**src/rtl/regfile_arbiter.sv**
```systemverilog
// rtl/regfile_arbiter.sv - round-robin arbiter/sequencer sharing one register file between NUM_REQ requesters
// Optional request locking is compiled in with `define REGFILE_ARBITER_LOCK_EN.
module regfile_arbiter #(
  parameter int DATA_BUS_WIDTH = 8,
  parameter int SEL_WIDTH      = 3,
  parameter int NUM_REQ        = 2
) (
  input  logic                              clock,
  input  logic                              reset,
  input  logic [NUM_REQ-1:0]                req_valid,
  output logic [NUM_REQ-1:0]                req_ready,
  input  logic [NUM_REQ-1:0]                req_write,
  input  logic [NUM_REQ*SEL_WIDTH-1:0]      req_wsel,
  input  logic [NUM_REQ*SEL_WIDTH-1:0]      req_rsel1,
  input  logic [NUM_REQ*SEL_WIDTH-1:0]      req_rsel2,
  input  logic [NUM_REQ*DATA_BUS_WIDTH-1:0] req_wdata,
`ifdef REGFILE_ARBITER_LOCK_EN
  input  logic [NUM_REQ-1:0]                req_lock,
`endif
  output logic [NUM_REQ-1:0]                resp_valid,
  input  logic [NUM_REQ-1:0]                resp_ready,
  output logic [DATA_BUS_WIDTH-1:0]         resp_rdata1,
  output logic [DATA_BUS_WIDTH-1:0]         resp_rdata2,
  output logic                              rf_we,
  output logic [SEL_WIDTH-1:0]              rf_in_sel,
  output logic [SEL_WIDTH-1:0]              rf_1_out_sel,
  output logic [SEL_WIDTH-1:0]              rf_2_out_sel,
  output logic [DATA_BUS_WIDTH-1:0]         rf_data_in,
  input  logic [DATA_BUS_WIDTH-1:0]         rf_1_out,
  input  logic [DATA_BUS_WIDTH-1:0]         rf_2_out
);

  localparam int IDX_W = $clog2(NUM_REQ);

  typedef enum logic [1:0] {IDLE, ACCESS, RESP} state_t;

  state_t                    state, state_next;
  logic [IDX_W-1:0]          last_grant, grant_idx, win_idx, cand;
  logic                      win_found;
  logic                      win_write;
  logic [SEL_WIDTH-1:0]      win_wsel, win_rsel1, win_rsel2;
  logic [DATA_BUS_WIDTH-1:0] win_wdata;
  logic                      cap_write;
  logic [SEL_WIDTH-1:0]      cap_wsel, cap_rsel1, cap_rsel2;
  logic [DATA_BUS_WIDTH-1:0] cap_wdata;
`ifdef REGFILE_ARBITER_LOCK_EN
  logic                      locked;
`endif

  // Rotating search starting one past the last grant
  always_comb begin
    cand      = last_grant;
    win_found = 1'b0;
    win_idx   = last_grant;
    for (int k = 0; k < NUM_REQ; k++) begin
      cand = (cand == IDX_W'(NUM_REQ - 1)) ? '0 : cand + IDX_W'(1);
      if (!win_found && req_valid[cand]) begin
        win_found = 1'b1;
        win_idx   = cand;
      end
    end
`ifdef REGFILE_ARBITER_LOCK_EN
    if (locked) begin
      win_found = req_valid[grant_idx];
      win_idx   = grant_idx;
    end
`endif
  end

  always_comb begin
    win_write = 1'b0;
    win_wsel  = '0;
    win_rsel1 = '0;
    win_rsel2 = '0;
    win_wdata = '0;
    for (int i = 0; i < NUM_REQ; i++) begin
      if (win_idx == IDX_W'(i)) begin
        win_write = req_write[i];
        win_wsel  = req_wsel[i*SEL_WIDTH +: SEL_WIDTH];
        win_rsel1 = req_rsel1[i*SEL_WIDTH +: SEL_WIDTH];
        win_rsel2 = req_rsel2[i*SEL_WIDTH +: SEL_WIDTH];
        win_wdata = req_wdata[i*DATA_BUS_WIDTH +: DATA_BUS_WIDTH];
      end
    end
  end

  always_comb begin
    state_next = state;
    req_ready  = '0;
    resp_valid = '0;
    rf_we      = 1'b0;
    case (state)
      IDLE: begin
        if (win_found) begin
          req_ready  = NUM_REQ'(1) << win_idx;
          state_next = ACCESS;
        end
      end
      ACCESS: begin
        rf_we      = cap_write;
        state_next = RESP;
      end
      RESP: begin
        resp_valid = NUM_REQ'(1) << grant_idx;
        if (resp_ready[grant_idx]) state_next = IDLE;
      end
      default: state_next = IDLE;
    endcase
  end

  // Selects and write data come straight from the captured fields, so they hold outside ACCESS
  assign rf_in_sel    = cap_wsel;
  assign rf_1_out_sel = cap_rsel1;
  assign rf_2_out_sel = cap_rsel2;
  assign rf_data_in   = cap_wdata;

  always_ff @(posedge clock or negedge reset) begin
    if (!reset) begin
      state       <= IDLE;
      last_grant  <= IDX_W'(NUM_REQ - 1);
      grant_idx   <= '0;
      cap_write   <= 1'b0;
      cap_wsel    <= '0;
      cap_rsel1   <= '0;
      cap_rsel2   <= '0;
      cap_wdata   <= '0;
      resp_rdata1 <= '0;
      resp_rdata2 <= '0;
`ifdef REGFILE_ARBITER_LOCK_EN
      locked      <= 1'b0;
`endif
    end else begin
      state <= state_next;
      case (state)
        IDLE: begin
          if (win_found) begin
            grant_idx <= win_idx;
            cap_write <= win_write;
            cap_wsel  <= win_wsel;
            cap_rsel1 <= win_rsel1;
            cap_rsel2 <= win_rsel2;
            cap_wdata <= win_wdata;
`ifdef REGFILE_ARBITER_LOCK_EN
            if (!locked) last_grant <= win_idx;
`else
            last_grant <= win_idx;
`endif
          end
        end
        // The write lands on this same edge, so the reads see the old contents
        ACCESS: begin
          resp_rdata1 <= rf_1_out;
          resp_rdata2 <= rf_2_out;
        end
        RESP: begin
`ifdef REGFILE_ARBITER_LOCK_EN
          if (resp_ready[grant_idx]) locked <= req_lock[grant_idx];
`endif
        end
        default: ;
      endcase
    end
  end

endmodule

```
**config.mk**
```make
export PLATFORM = sky130hd
export DESIGN_NAME = regfile_arbiter
export DESIGN_NICKNAME = d
export VERILOG_FILES = /design/src/rtl/regfile_arbiter.sv
export SDC_FILE = /design/constraint.sdc
export NUM_CORES = 1
export LEC_CHECK = 0
export CAP_MARGIN = 10
export CORE_ASPECT_RATIO = 0.9
export CORE_MARGIN = 2
export CORE_UTILIZATION = 41
export DETAILED_ROUTE_END_ITERATION = 8
export PLACE_DENSITY = 0.85
export SYNTH_ARGS = -nofsm -noshare
export SYNTH_HDL_FRONTEND = slang
export SYNTH_SLANG_ARGS = --single-unit
```
**constraint.sdc**
```tcl
create_clock -name clock -period 3 [get_ports clock]
set_clock_uncertainty 0.1 [all_clocks]
set_input_delay 0.6 -clock clock [delete_from_list [all_inputs] [get_ports clock]]
set_output_delay 0.6 -clock clock [all_outputs]
set_load 0.02 [all_outputs]
```
After elaboration in Yosys (flattened, before gate mapping)
Cells that the tools add are included.
- register bits: 38
- add/subtract/negate cells: 2
- order comparisons: 3
- eq/ne operators: 4
- shifts and indexed selects: 2
- muxes and demuxes: 24
- reductions and logical operators: 5
- operators with widths (kind ; count):
    two-way mux 1 bit ; 14
    two-way mux 2 bit ; 5
    two-way mux 3 bit ; 3
    two-way mux 8 bit ; 1
    less-than comparator 1 x 2 -> 1 bit, second input constant ; 3
    one-hot mux 2 bit (3 select lines) ; 1
    inequality test 2 bit, second input constant ; 2
    AND reduction 2 bit ; 2
    left shift 1 x 1 -> 2 bit, first input constant ; 2
    adder 1 bit, second input constant ; 2
    equality test 2 x 1 -> 1 bit, second input constant ; 1
    equality test 2 bit, second input constant ; 1
    logical NOT 2 bit ; 1
    logical AND 1 bit ; 1
    logical NOT 1 bit ; 1

Depth between registers and ports, before layout
- word-level depth: 11
- mapped depth: 5
- depth with buffers taken out: 3

Worst setup path before layout
No wires, ideal clock.
- path type: in2out
- start point: in req_valid[0]
- end point: out req_ready[0]
- arrival time: 1.251 ns
- path slack: 1.049 ns
- cell stages on the path: 3
- path through: inv_1 > a2111oi_4 > buf_2
- cells in the longest elaborated chain, start to end: 9
- RTL lines (what ; RTL line ; RTL):
    start: declaration ; 10 ; input logic [NUM_REQ-1:0] req_valid,
    two-way mux 1 bit (not written as such) (2 in series) ; 57 ; if (!win_found && req_valid[cand]) begin
    two-way mux 1 bit ; 57 ;
    logical NOT 1 bit ; 57 ;
    logical AND 1 bit ; 57 ;
    two-way mux 1 bit ; 57 ;
    left shift 1 x 1 -> 2 bit ; 95 ; req_ready = NUM_REQ'(1) << win_idx;
    two-way mux 2 bit (*) ; 94 ; if (win_found) begin
    two-way mux 2 bit (*) ; 92 ; case (state)
    end: declaration ; 11 ; output logic [NUM_REQ-1:0] req_ready,
Every way passes the cells marked *; elsewhere a longest branch is shown, timed or not. The select of a mux whose other input is x is not followed.

Worst setup path in the final report
Ends and elaborated chain as after synthesis.

==> impl_metrics.env <==
export IMPL_internal_power_mw=1.79
export IMPL_grt_pass1_wl_mm=6.64
export IMPL_fin_setup_tns_ns=0
export IMPL_hp_class="primary input to asynchronous set/reset pin"
export IMPL_p_comb_share_pct=52.6
export IMPL_num_antenna_cells=0
export IMPL_die_area_mm2=0.00464
export IMPL_viasPerCell=4.86
export IMPL_crit_path_start_kind="primary input"
export IMPL_drv_slew=0
export IMPL_wl_per_cell_um=13.6
export IMPL_initial_core_util_pct=41.9
export IMPL_cp_max_fo=3
export IMPL_whs_ns=0.318
export IMPL_cts_clk_slew_worst_paths_ns=0.07
export IMPL_syn_num_nets=210
export IMPL_htreeDepth=2
export IMPL_dieHeight_um=64.8
export IMPL_cts_made_buffers=5
export IMPL_drtIter0Drc=145
export IMPL_layout_common_cells="clkdlybuf4s50_1 (94), inv_1 (58), dfrtp_1 (37)"
export IMPL_fin_crit_sh_pct=97.1
export IMPL_end_kind="output port"
export IMPL_synth_top_area_cell="dfrtp_1"
export IMPL_final_common_cell="clkdlybuf4s50_1"
export IMPL_cts_resized=0
export IMPL_fin_crit_ns=2.91
export IMPL_cp_startpoint="req_valid[0]"
export IMPL_switching_share_pct=35.8
export IMPL_cp_arrival_ns=2.21
export IMPL_ir_drop_mv=0.548
export IMPL_gp_congestion=0.777
export IMPL_synthSimpleGateAreaFrac_pct=2.23
export IMPL_power_density_mw_per_mm2=1010
export IMPL_syn_inst=152
export IMPL_cts_setup_buffers=0
export IMPL_yosysTopAreaCellShare_pct=55.0
export IMPL_core_area_mm2=0.00402
export IMPL_path_class="primary input to output port"
export IMPL_ant_nets=0
export IMPL_grt_start_max_net_pins=39
export IMPL_rsz0062_at_grt="false"
export IMPL_max_freq_mhz=343
export IMPL_p_leak_nw=1.34
export IMPL_hold_viol_final=0
export IMPL_relSlewSlack_pct=44.7
export IMPL_drive_gt1_share_pct=12.0
export IMPL_ff2ff_setup_slack_ns=1.31
export IMPL_utilization_pct=68.9
export IMPL_synth_xor_area_share_pct=0
export IMPL_vias=1453
export IMPL_p_clk_share_pct=14.8
export IMPL_cts_sinks=38
export IMPL_grt_pass1_vias=1496
export IMPL_critPathCapture="req_ready[0]"
export IMPL_ys_top_cells_by_area="dfrtp_1 (55%), inv_1 (13%), mux2_2 (11%), a222oi_1 (11%), buf_6 (2.0%)"
export IMPL_fill_cells=313
export IMPL_synthMuxAreaShare_pct=11.4
export IMPL_r2r_end="cap_write"
export IMPL_synthesis_area_mm2=0.00168
export IMPL_max_slew_worst_pin_slew_ns=0.829
export IMPL_synth_compound_area_share_pct=13.5
export IMPL_synth_top_family_by_area="buffers and inverters"
export IMPL_reg2reg_from="last_grant"
export IMPL_outcome="finished clean"
export IMPL_maxCapViolations=0
export IMPL_io_buffers=95
export IMPL_dr_pass1_iters=6
export IMPL_worstPathRequired_ns=2.30
export IMPL_rows=22
export IMPL_grtUsageTotal_pct=18.3
export IMPL_yosys_warnings=0
export IMPL_antenna_found_initial=0
export IMPL_postSynthAreaPerCell_um2=11.1
export IMPL_cts_root_buf="clkbuf_8"
export IMPL_yosysUniqueCellTypes=15
export IMPL_cts_tree="done"
export IMPL_area_delta_synth_final_pct=64.4
export IMPL_r2r_cells=4
export IMPL_finalNetCount=308
export IMPL_clk_insertion_delay_late_ns=0.28
export IMPL_die_x_um=71.6
export IMPL_wl_mm=4.06
export IMPL_setup_viol_count_final=0
export IMPL_synthAdderAreaFrac_pct=0
export IMPL_cts_buffer_depth=2
export IMPL_ctsHoldBuffers=0
export IMPL_boundaryPins=96
export IMPL_p_seq_share_pct=32.6
export IMPL_drc=0
export IMPL_synth_seq_area_share_pct=56.5
export IMPL_p_sw_mw=1.00
export IMPL_dp_hpwl_mm=2.94
export IMPL_ys_ff_latch=38
export IMPL_grt_overflow=0
-- how the worst min path moves through the flow --
stage	endpoint	slack [ns]	cells after the start
global placement	resp_rdata1[0]	0.39	1
global route	resp_rdata2[2]	0.39	1
CTS	resp_rdata2[1]	0.35	1
floorplan	cap_write	0.20	0
finish	resp_rdata2[2]	0.32	1
detailed placement	resp_rdata1[2]	0.39	1
-- power by group through the flow --
| stage | Sequential (mW) | Combinational, mW | Clock [mW] |
|---|---|---|---|
| floorplan | 1.19 | 0.548 | 0 |
| global placement | 0.906 | 1.47 | 0 |
| detailed placement | 0.920 | 1.49 | 0 |
| CTS | 0.913 | 1.49 | 0.428 |
| global route | 0.940 | 1.58 | 0.454 |
| finish | 0.911 | 1.47 | 0.413 |
-- synth_stat cells (all sizes together) --
cell type	number
and3	1
dfrtp	37
nor2	4
o21ai	2
mux2	17
a2111oi	1
clkbuf	1
dfstp	1
a21oi	2
nand2b	2
inv	58
nand2	1
buf	7
a222oi	18
-- registers in the layout, indices dropped and copies added (netlist names) --
signal / count
rf_1_out_sel: 3
rf_data_in: 8
grant_idx: 1
last_grant: 1
resp_rdata1: 8
resp_rdata2: 8
rf_in_sel: 3
state: 2
rf_2_out_sel: 3
cap_write: 1
-- worst max-delay path: stages --
cell	delay, ns
clkdlybuf4s50_1	0.50
inv_1	0.08
a2111oi_4	0.35
clkdlybuf4s50_1	0.68
-- per-layer routing --
layer | track usage [%] | up-vias | share of wire, %
met3 | 5.44 | 2 | 8.9
met1 | 22.2 | 702 | 40
met5 | 0 | - | 0
li1 | - | 688 | -
met4 | 4.95 | 0 | 0.35
met2 | 31.8 | 61 | 50
-- cell type report --
class	instances	area [um2]	share of cell area [%]
repair buffers	99	976	35.2
flip-flops and latches	38	952	34.4
multi-input cells	48	457	16.5
inverters	58	218	7.86
clock buffers	7	76.3	2.76
well taps	48	60.1	2.17
clock inverters	1	30.0	1.08
-- kinds of logic after synthesis --
kind of cell,after synthesis
compound gates,23
buf+inv,66
flops,38
mux,17
simple gates,8
-- through the flow --
stage                     worst slack, ns  instance area [um2]  cells  power [mW]
after floorplan                      1.05                 1680    152        1.74
after detailed placement           0.0785                 2660    291        2.41
after global placement             0.0973                 2660    291        2.37
final                              0.0855                 2770    299        2.80
after global routing              0.00686                 2770    299        2.98
after CTS                          0.0718                 2770    299        2.83
Power figures use the tool's default switching activity.
